## src/rtl/pair_code_decoder_if.sv

```systemverilog
// rtl/pair_code_decoder_if.sv - code input and decoded output handshake bundle for pair_code_decoder
interface pair_code_decoder_if;
    logic       in_valid;
    logic       in_ready;
    logic [3:0] code;
    logic       out_valid;
    logic       out_ready;
    logic       a;
    logic       b;
    logic       code_err;

    modport master (
        output in_valid, code, out_ready,
        input  in_ready, out_valid, a, b, code_err
    );

    modport slave (
        input  in_valid, code, out_ready,
        output in_ready, out_valid, a, b, code_err
    );
endinterface

```

## src/rtl/pair_code_decoder.sv

```systemverilog
// rtl/pair_code_decoder.sv - pair code receiver: decode, illegal-code flag, error count, hunt/sync/lock FSM
module pair_code_decoder #(
    parameter int CNT_W    = 8,
    parameter int LOCK_N   = 4,
    parameter int UNLOCK_M = 2
) (
    input  logic             clk,
    input  logic             clr,
    pair_code_decoder_if.slave bus,
    input  logic             err_clear,
    output logic             locked,
    output logic [CNT_W-1:0] err_count
);
    localparam int GW = $clog2(LOCK_N + 1);
    localparam int BW = $clog2(UNLOCK_M + 1);

    typedef enum logic [1:0] {HUNT, SYNC, LOCKED} state_t;

    state_t           r_state;
    logic [GW-1:0]    r_good;
    logic [BW-1:0]    r_bad;
    logic             r_locked;
    logic             r_out_valid;
    logic             r_a;
    logic             r_b;
    logic             r_code_err;
    logic [CNT_W-1:0] r_err_count;

    logic w_legal;
    logic w_in_ready;
    logic w_accept;
    logic w_illegal_acc;

    always_comb begin
        w_legal = (bus.code == 4'b0000) || (bus.code == 4'b0110) ||
                  (bus.code == 4'b1100) || (bus.code == 4'b1001);
    end

    assign w_in_ready    = ~r_out_valid | bus.out_ready;
    assign w_accept      = bus.in_valid & w_in_ready;
    assign w_illegal_acc = w_accept & ~w_legal;

    always_ff @(posedge clk or negedge clr) begin
        if (!clr) begin
            r_state  <= HUNT;
            r_good   <= '0;
            r_bad    <= '0;
            r_locked <= 1'b0;
        end else if (w_accept) begin
            case (r_state)
                HUNT: begin
                    if (w_legal) begin
                        r_state <= SYNC;
                        r_good  <= GW'(1);
                    end
                end
                SYNC: begin
                    if (!w_legal) begin
                        r_state <= HUNT;
                        r_good  <= '0;
                    end else if (r_good == GW'(LOCK_N - 1)) begin
                        r_state  <= LOCKED;
                        r_good   <= '0;
                        r_locked <= 1'b1;
                    end else begin
                        r_good <= r_good + GW'(1);
                    end
                end
                LOCKED: begin
                    if (w_legal) begin
                        r_bad <= '0;
                    end else if (r_bad == BW'(UNLOCK_M - 1)) begin
                        r_state  <= HUNT;
                        r_bad    <= '0;
                        r_locked <= 1'b0;
                    end else begin
                        r_bad <= r_bad + BW'(1);
                    end
                end
                default: begin
                    r_state  <= HUNT;
                    r_good   <= '0;
                    r_bad    <= '0;
                    r_locked <= 1'b0;
                end
            endcase
        end
    end

    // Forwarding decision uses the pre-accept state, so the unlocking word is still delivered.
    always_ff @(posedge clk or negedge clr) begin
        if (!clr) begin
            r_out_valid <= 1'b0;
            r_a         <= 1'b0;
            r_b         <= 1'b0;
            r_code_err  <= 1'b0;
        end else if (w_accept && (r_state == LOCKED)) begin
            r_out_valid <= 1'b1;
            r_a         <= w_legal & (bus.code[0] | bus.code[1]);
            r_b         <= w_legal & bus.code[3];
            r_code_err  <= ~w_legal;
        end else if (bus.out_ready) begin
            r_out_valid <= 1'b0;
        end
    end

    always_ff @(posedge clk or negedge clr) begin
        if (!clr) begin
            r_err_count <= '0;
        end else if (err_clear) begin
            r_err_count <= w_illegal_acc ? CNT_W'(1) : '0;
        end else if (w_illegal_acc && (r_err_count != {CNT_W{1'b1}})) begin
            r_err_count <= r_err_count + CNT_W'(1);
        end
    end

    assign bus.in_ready  = w_in_ready;
    assign bus.out_valid = r_out_valid;
    assign bus.a         = r_a;
    assign bus.b         = r_b;
    assign bus.code_err  = r_code_err;
    assign locked        = r_locked;
    assign err_count     = r_err_count;
endmodule

```

## src/flat_wrapper.sv

```systemverilog
// flat-port wrapper written by rule: the top's interface ports become plain ports
module pair_code_decoder_flat 
#(
    parameter int CNT_W    = 8,
    parameter int LOCK_N   = 4,
    parameter int UNLOCK_M = 2
)
  (clk, clr, err_clear, locked, err_count, bus_in_valid, bus_code, bus_out_ready, bus_in_ready, bus_out_valid, bus_a, bus_b, bus_code_err);
  pair_code_decoder_if bus_i ();
  input  logic clk;
  input  logic clr;
  input  logic err_clear;
  output logic locked;
  output logic [CNT_W-1:0] err_count;
  input wire logic [$bits(bus_i.in_valid)-1:0] bus_in_valid;
  input wire logic [$bits(bus_i.code)-1:0] bus_code;
  input wire logic [$bits(bus_i.out_ready)-1:0] bus_out_ready;
  output wire logic [$bits(bus_i.in_ready)-1:0] bus_in_ready;
  output wire logic [$bits(bus_i.out_valid)-1:0] bus_out_valid;
  output wire logic [$bits(bus_i.a)-1:0] bus_a;
  output wire logic [$bits(bus_i.b)-1:0] bus_b;
  output wire logic [$bits(bus_i.code_err)-1:0] bus_code_err;
  assign bus_i.in_valid = bus_in_valid;
  assign bus_i.code = bus_code;
  assign bus_i.out_ready = bus_out_ready;
  assign bus_in_ready = bus_i.in_ready;
  assign bus_out_valid = bus_i.out_valid;
  assign bus_a = bus_i.a;
  assign bus_b = bus_i.b;
  assign bus_code_err = bus_i.code_err;
  pair_code_decoder #(.CNT_W(CNT_W), .LOCK_N(LOCK_N), .UNLOCK_M(UNLOCK_M)) u_core (.clk(clk), .clr(clr), .bus(bus_i), .err_clear(err_clear), .locked(locked), .err_count(err_count));
endmodule
```

## config.mk

```make
export PLATFORM = sky130hd
export DESIGN_NAME = pair_code_decoder_flat
export DESIGN_NICKNAME = d
export VERILOG_FILES = /design/src/rtl/pair_code_decoder_if.sv /design/src/rtl/pair_code_decoder.sv /design/src/flat_wrapper.sv
export SDC_FILE = /design/constraint.sdc
export NUM_CORES = 1
export LEC_CHECK = 0
export ABC_AREA = 1
export CAP_MARGIN = 40
export CORE_UTILIZATION = 45
export CTS_CLUSTER_SIZE = 16
export DETAILED_ROUTE_END_ITERATION = 6
export GPL_TIMING_DRIVEN = 0
export PLACE_DENSITY = 0.78
export SLEW_MARGIN = 20
export SYNTH_ARGS = -nofsm -noshare
export SYNTH_HDL_FRONTEND = slang
export SYNTH_SLANG_ARGS = --single-unit
```

## constraint.sdc

```tcl
create_clock -name clk -period 1.4 [get_ports clk]
set_input_delay 0.42 -clock clk [delete_from_list [all_inputs] [get_ports clk]]
set_output_delay 0.42 -clock clk [all_outputs]
set_load 0.05 [all_outputs]
```

==> results of run 1 <==
==> layout make-up <==
class                           instances  share of cell area [%]
Multi-Input combinational cell        113                    39.6
Sequential cell                        20                    28.9
Timing Repair Buffer                   46                    21.6
Inverter                               18                    3.84
Tap cell                               30                    2.14
Clock inverter                          1                    1.71
Clock buffer                            3                    1.28
Buffer                                  2                   0.925
==> worst max-delay path, stage by stage (launching register included) <==
cell	delay, ps
dfrtp_2	410
ha_4	150
nand2_4	50
nor2_4	100
nand3_2	80
nor2_2	130
nand2_1	70
nand2_2	90
buf_6	130
inv_2	40
nand3_2	50
nand2_1	60
==> stage by stage <==
step | setup WS, ps | util (%) | TNS [ps]
5_1_grt | -163 | 71.6 | -1240
3_3_place_gp | -837 | 60.2 | -15460
4_1_cts | -36.8 | 65.6 | -129
6_report | -68.1 | 71.6 | -308
3_5_place_dp | -843 | 60.9 | -12670
2_1_floorplan | -236 | - | -1480
==> what timing repair did <==
action	4_1_cts	5_1_grt
hold endpoints to repair	0	0
gates resized for setup	94	18
gates cloned	1	0
pin swaps	4	6
hold buffers	0	0
endpoints found under the setup margin	31	22
buffers inserted	11	11
==> sequential cells by signal, summed over array words and instances, names as in the netlist <==
register and flops:
u_core.err_count 8, u_core.r_good 3, u_core.r_bad 2, u_core.r_state 2
u_core.bus.a 1, u_core.bus.b 1, u_core.bus.code_err 1, u_core.bus.out_valid 1
u_core.locked 1
==> power breakdown <==
group | switching, mW | total (mW) | internal (mW)
registers | 0.0754 | 0.737 | 0.661
logic | 0.451 | 0.690 | 0.239
clock network | 0.191 | 0.481 | 0.290
total | 0.717 | 1.91 | 1.19
==> metal layers <==
layer | global-route usage, % | wire length, um | vias up
li1 | - | - | 586
met1 | 24.4 | 1210 | 562
met2 | 42.6 | 1630 | 34
met3 | 4.02 | 122 | 8
met4 | 11.4 | 76 | 0
met5 | 0 | 0 | -
==> cell usage in the layout, fill, tap and decap left out, types with 4 or more instances in the layout <==
cell and count:
nor2_4 6, nor2_1 8, o21ai_0 6, buf_2 6, nand2_2 9, nand2_1 39
dlygate4sd2_1 5, nand3_2 4, dfrtp_2 6, buf_4 26, dfrtp_1 14, nor2_2 7
nand3_1 13, inv_1 13, buf_6 6, inv_2 5
==> cell families (layout without fill, tap and decap cells) <==
family          after synthesis  in the layout  synth area share (%)
xor+xnor                      4              4                  3.00
flops                        20             20                  42.9
simple gates                 96             96                  38.1
compound gates               11             11                  6.65
buf+inv                      20             70                  7.19
fa+ha+maj                     2              2                  2.15
==> how the worst min path moves through the flow <==
| stage | slack (ps) | cells past startpoint | from | endpoint |
|---|---|---|---|---|
| final | 390 | 1 | clr | u_core.bus.code_err$_DFFE_PN0P_ |
| after global routing | 390 | 1 | clr | u_core.bus.a$_DFFE_PN0P_ |
| after CTS | 390 | 1 | clr | u_core.bus.code_err$_DFFE_PN0P_ |
| after detailed placement | 480 | 1 | u_core.bus.code_err$_DFFE_PN0P_ | u_core.bus.code_err$_DFFE_PN0P_ |
| after global placement | 470 | 2 | u_core.r_good[1]$_DFFE_PN0P_ | u_core.r_good[1]$_DFFE_PN0P_ |
| after floorplan | 120 | 0 | clr | u_core.bus.a$_DFFE_PN0P_ |
==> reports/results.ini, run 1 <==
[outcome]
status=complete, but fails checks
violations=negative setup slack

[critical_path]
r2r-end=u_core.err_count[1]$_DFFE_PN0P_
rrSetupSlack_ps=-70
cp.required_ps=1600
crit_fanout=5
rr_worst_depth=11
startpoint=u_core.err_count[1]$_DFFE_PN0P_
path_class=flip-flop to flip-flop
crit_arrival_ps=1670
r2r-start=u_core.err_count[1]$_DFFE_PN0P_
cp-start-kind=flip-flop
endpoint=u_core.err_count[1]$_DFFE_PN0P_
endpoint_kind=flip-flop

[global_route]
grt_max_degree=15
grt_pass1_vias=1142
antenna_found_initial=0
grt-ovfl-total=0
grt_first_pass_wirelength_mm=4.62
track_usage_pct=22.9

[sta]
slew_viol_final=0
hold_viol_final=0
whs_ps=385
maxSlewHeadroom_pct=74.6
worst_pin_slew_ps=380
period_needed_ps=1470
finClkSkew_ps=6.79
worst_slack_ps=-68.1
setup_viol=11
min_period_over_period_pct=105
rsz0062_at_grt=true
max_freq_mhz=681

[finish]
diodes=0
final_cell_count_no_fill=233
syn_to_final_growth_pct=50.8
multi_input_area_um2=696
fillerInstances=194
seqCellArea_um2=508
drive_gt1_share_pct=43.8
layout.nets=215
stdcell_area_um2=1760

[clocking]
cts_tree=yes
clk_pin_slew_ps=110
cts.sinks=20
htreeDepth=1
clk_latency_ps=310
cts_max_path_buffers=2
cts_root_buf=clkbuf_4
cts_inserted_buffers=3

[synth]
ys_top_cells_by_area=dfrtp_1, nand2_1, nand3_1, inv_1, nor2_1
syn-cell-area_um2=1170
synth_commonest_cells=nand2_1, dfrtp_1, nand3_1
async_flop_share_pct=100
yosys.area.top_type=dfrtp_1
synth_seq_area_share_pct=42.9
ys.warnings.count=0
synth-edff-count=0
syn_area_per_cell_um2=7.62
synth_top_area_share_pct=42.9
synth.most_common_cell=nand2_1
ys_ff_latch=20
postSynthCellCount=153
synth_flop_cell=dfrtp_1
synth_cell_types=24
synthesis.nets=164

[placed_design]
dpl-instance-area_um2=1490
dp_cells=206
gp_congestion=0.902
dp.final_hpwl_mm=1.91
numPortBuffers=22

[routing]
drt-total-wl_mm=3.04
drc=0
via_per_inst=5.11
postRouteAntennaNets=0
initialDrtViolationCount=22
vias=1190
avgRoutedWirePerCell_um=13.0
firstDrtPassIters=4

[floorplanning]
die_x_um=52.9
io_pins=23
die_h_um=52.9
rows=18
initial_core_util_pct=47.5
coreArea_um2=2450
die-area_um2=2800

[worst_hold_path]
hold_class=input pin to asynchronous set/reset pin

[power_and_ir_drop]
peakVddDrop_v=0.000961
p_per_area_nw_per_um2=1090
total_power_mw=1.91
power_leakage_nw=0.902

[run]
maxCapViolCount=0

Note: power is estimated with default switching activity, not from simulation.
==> run 2: changes to the inputs <==
--- a/config.mk
+++ b/config.mk
@@ -7,11 +7,12 @@
 export LEC_CHECK = 0
 export ABC_AREA = 1
 export CAP_MARGIN = 40
-export CORE_UTILIZATION = 45
+export CORE_UTILIZATION = 48
+export CTS_BUF_LIST = sky130_fd_sc_hd__clkbuf_8
 export CTS_CLUSTER_SIZE = 16
 export DETAILED_ROUTE_END_ITERATION = 6
 export GPL_TIMING_DRIVEN = 0
-export PLACE_DENSITY = 0.78
+export PLACE_DENSITY = 0.82
 export SLEW_MARGIN = 20
 export SYNTH_ARGS = -nofsm -noshare
 export SYNTH_HDL_FRONTEND = slang
==> reports/results.ini, run 2 (synthesis gave the netlist of run 1 again) <==
[routing]
vias=1152  ; -3.2%
initialDrtViolationCount=21  ; -4.5%
firstDrtPassIters=4  ; unchanged
avgRoutedWirePerCell_um=13.9  ; +6.5%
postRouteAntennaNets=0  ; unchanged
via_per_inst=5.26  ; +3.0%
drc=0  ; unchanged
drt-total-wl_mm=3.04  ; +0.13%

[finish]
fin_util_pct=72.0  ; +0.42 points
drive_gt1_share_pct=39.8  ; -4.1 points
stdcell_area_um2=1620  ; -7.6%
largest_reg_flops=8  ; unchanged
layout.nets=203  ; -5.6%
mostFrequentLayoutCells=nand2_1, dfrtp_1, inv_1, nand3_1, buf_4
diodes=0  ; unchanged
syn_to_final_growth_pct=39.3
final_common_cell=nand2_1
fillerInstances=179  ; -7.7%
final_cell_count_no_fill=219  ; -6.0%

[sta]
maxSlewHeadroom_pct=72.2  ; -2.4 points
worst_slack_ps=-105  ; -37.2 ps
min_period_over_period_pct=108  ; +2.7 points
period_needed_ps=1510  ; +37.2 ps
setup_tns_ps=-641  ; -332 ps
hold_viol_final=0  ; unchanged
max_freq_mhz=664  ; -2.5%
rsz0062_at_grt=true
worst_pin_slew_ps=416  ; +35.9 ps
whs_ps=456  ; +70.5 ps
slew_viol_final=0  ; unchanged
setup_viol=9  ; -2
finClkSkew_ps=5.03  ; -1.76 ps

[critical_path]
rrSetupSlack_ps=-110  ; -40 ps
r2r-end=u_core.err_count[0]$_DFFE_PN0P_
crit_arrival_ps=1650  ; -20 ps
crit_fanout=5  ; unchanged
rr_worst_depth=11  ; unchanged
path_class=flip-flop to flip-flop
endpoint=u_core.err_count[0]$_DFFE_PN0P_
endpoint_kind=flip-flop
r2r-start=u_core.err_count[0]$_DFFE_PN0P_
startpoint=u_core.err_count[0]$_DFFE_PN0P_
cp.required_ps=1550  ; -50 ps
cp-start-kind=flip-flop

[power_and_ir_drop]
p_per_area_nw_per_um2=1090  ; +0.65%
pwr-share-comb_pct=37.1  ; +0.9 points
seq_power_share_pct=41.1  ; +2.5 points
peakVddDrop_v=0.000844  ; -12%
switching_share_pct=39.5  ; +1.9 points
total_power_mw=1.77  ; -7.0%
power_leakage_nw=0.830  ; -8.0%
p_sw_mw=0.701  ; -2.3%
p_int_mw=1.07  ; -9.8%
p_clk_share_pct=21.9  ; -3.3 points

[floorplanning]
io_pins=23  ; unchanged
coreArea_um2=2250  ; -8.2%
rows=17  ; -1
die-area_um2=2630  ; -6.0%
die_x_um=51.3  ; -3.1%
initial_core_util_pct=51.7  ; +4.2 points
die_h_um=51.3  ; -3.1%

[run]
maxCapViolCount=0  ; unchanged

[clocking]
cts_root_buf=clkbuf_8
cts_tree=yes
cts_inserted_buffers=3  ; unchanged
clk_latency_ps=260  ; -50 ps
clk_pin_slew_ps=80  ; -30 ps
cts.sinks=20  ; unchanged
cts_max_path_buffers=2  ; unchanged
htreeDepth=1  ; unchanged

[global_route]
grt_max_degree=14  ; -1
grt_first_pass_wirelength_mm=4.84  ; +4.8%
grt_pass1_vias=1118  ; -2.1%
track_usage_pct=25.3  ; +2.4 points
grt-ovfl-total=0  ; unchanged
antenna_found_initial=0  ; unchanged

[placed_design]
dp_slack_ps=-863  ; -19.9 ps
dp.final_hpwl_mm=2.00  ; +4.8%
gp_congestion=0.795  ; -12%
dpl-instance-area_um2=1490  ; -0.17%
dp_cells=204  ; -0.97%
numPortBuffers=22  ; unchanged

[worst_hold_path]
hold_class=input pin to asynchronous set/reset pin

[outcome]
violations=negative setup slack
status=complete, but fails checks

-- run 2: worst min path at each step --
stage	endpoint	cells past startpoint	start
after CTS	u_core.bus.a$_DFFE_PN0P_	1	clr
after global routing	u_core.bus.a$_DFFE_PN0P_	1	clr
final	u_core.bus.a$_DFFE_PN0P_	1	clr
after detailed placement	u_core.bus.a$_DFFE_PN0P_	2	u_core.bus.a$_DFFE_PN0P_
after floorplan	u_core.bus.a$_DFFE_PN0P_	0	clr
after global placement	u_core.bus.a$_DFFE_PN0P_	2	u_core.bus.a$_DFFE_PN0P_
-- run 2: repair_timing --
| action | in CTS | in global routing |
|---|---|---|
| pin swaps | 7 | 8 |
| endpoints found under the setup margin | 33 | 20 |
| hold endpoints to repair | 0 | 0 |
| setup buffers | 8 | 2 |
| hold buffers | 0 | 0 |
| gates cloned | 1 | 0 |
| gates resized for setup | 86 | 18 |
-- run 2: final cells by class --
type | count | area [um2] | area share, %
multi-input combinational | 113 | 686 | 42.2
sequential | 20 | 507 | 31.2
timing repair buffer | 34 | 265 | 16.3
inverter | 18 | 70.1 | 4.31
clock buffer | 3 | 41.3 | 2.54
tap | 28 | 35.0 | 2.16
buffer | 2 | 16.3 | 1.00
clock inverter | 1 | 3.75 | 0.231
-- run 2: routing by layer --
layer	share of wire [%]	up-vias	routed length, um	track usage [%]
met5	0	-	0	0
met4	2.4	0	72	13.5
met1	41	546	1240	27.5
met2	54	29	1640	46.5
li1	-	567	-	-
met3	2.9	10	87	3.87
-- run 2: critical path, stage by stage, from the launching register on --
cell     delay, ps
dfrtp_2        400
ha_4           150
nand2_4         50
nor2_4         100
nand3_2         90
nor2_2         130
nand2_1         80
nand2_2        110
buf_6          130
nor2_2          40
nor2_2          60
nand2_1         50
-- run 2: power by group through the flow --
stage	Sequential [mW]	Clock, mW	Combinational [mW]
floorplan	0.870	0	0.293
global placement	0.739	0	0.593
detailed placement	0.745	0	0.612
CTS	0.726	0.391	0.612
global route	0.742	0.414	0.722
finish	0.728	0.388	0.658
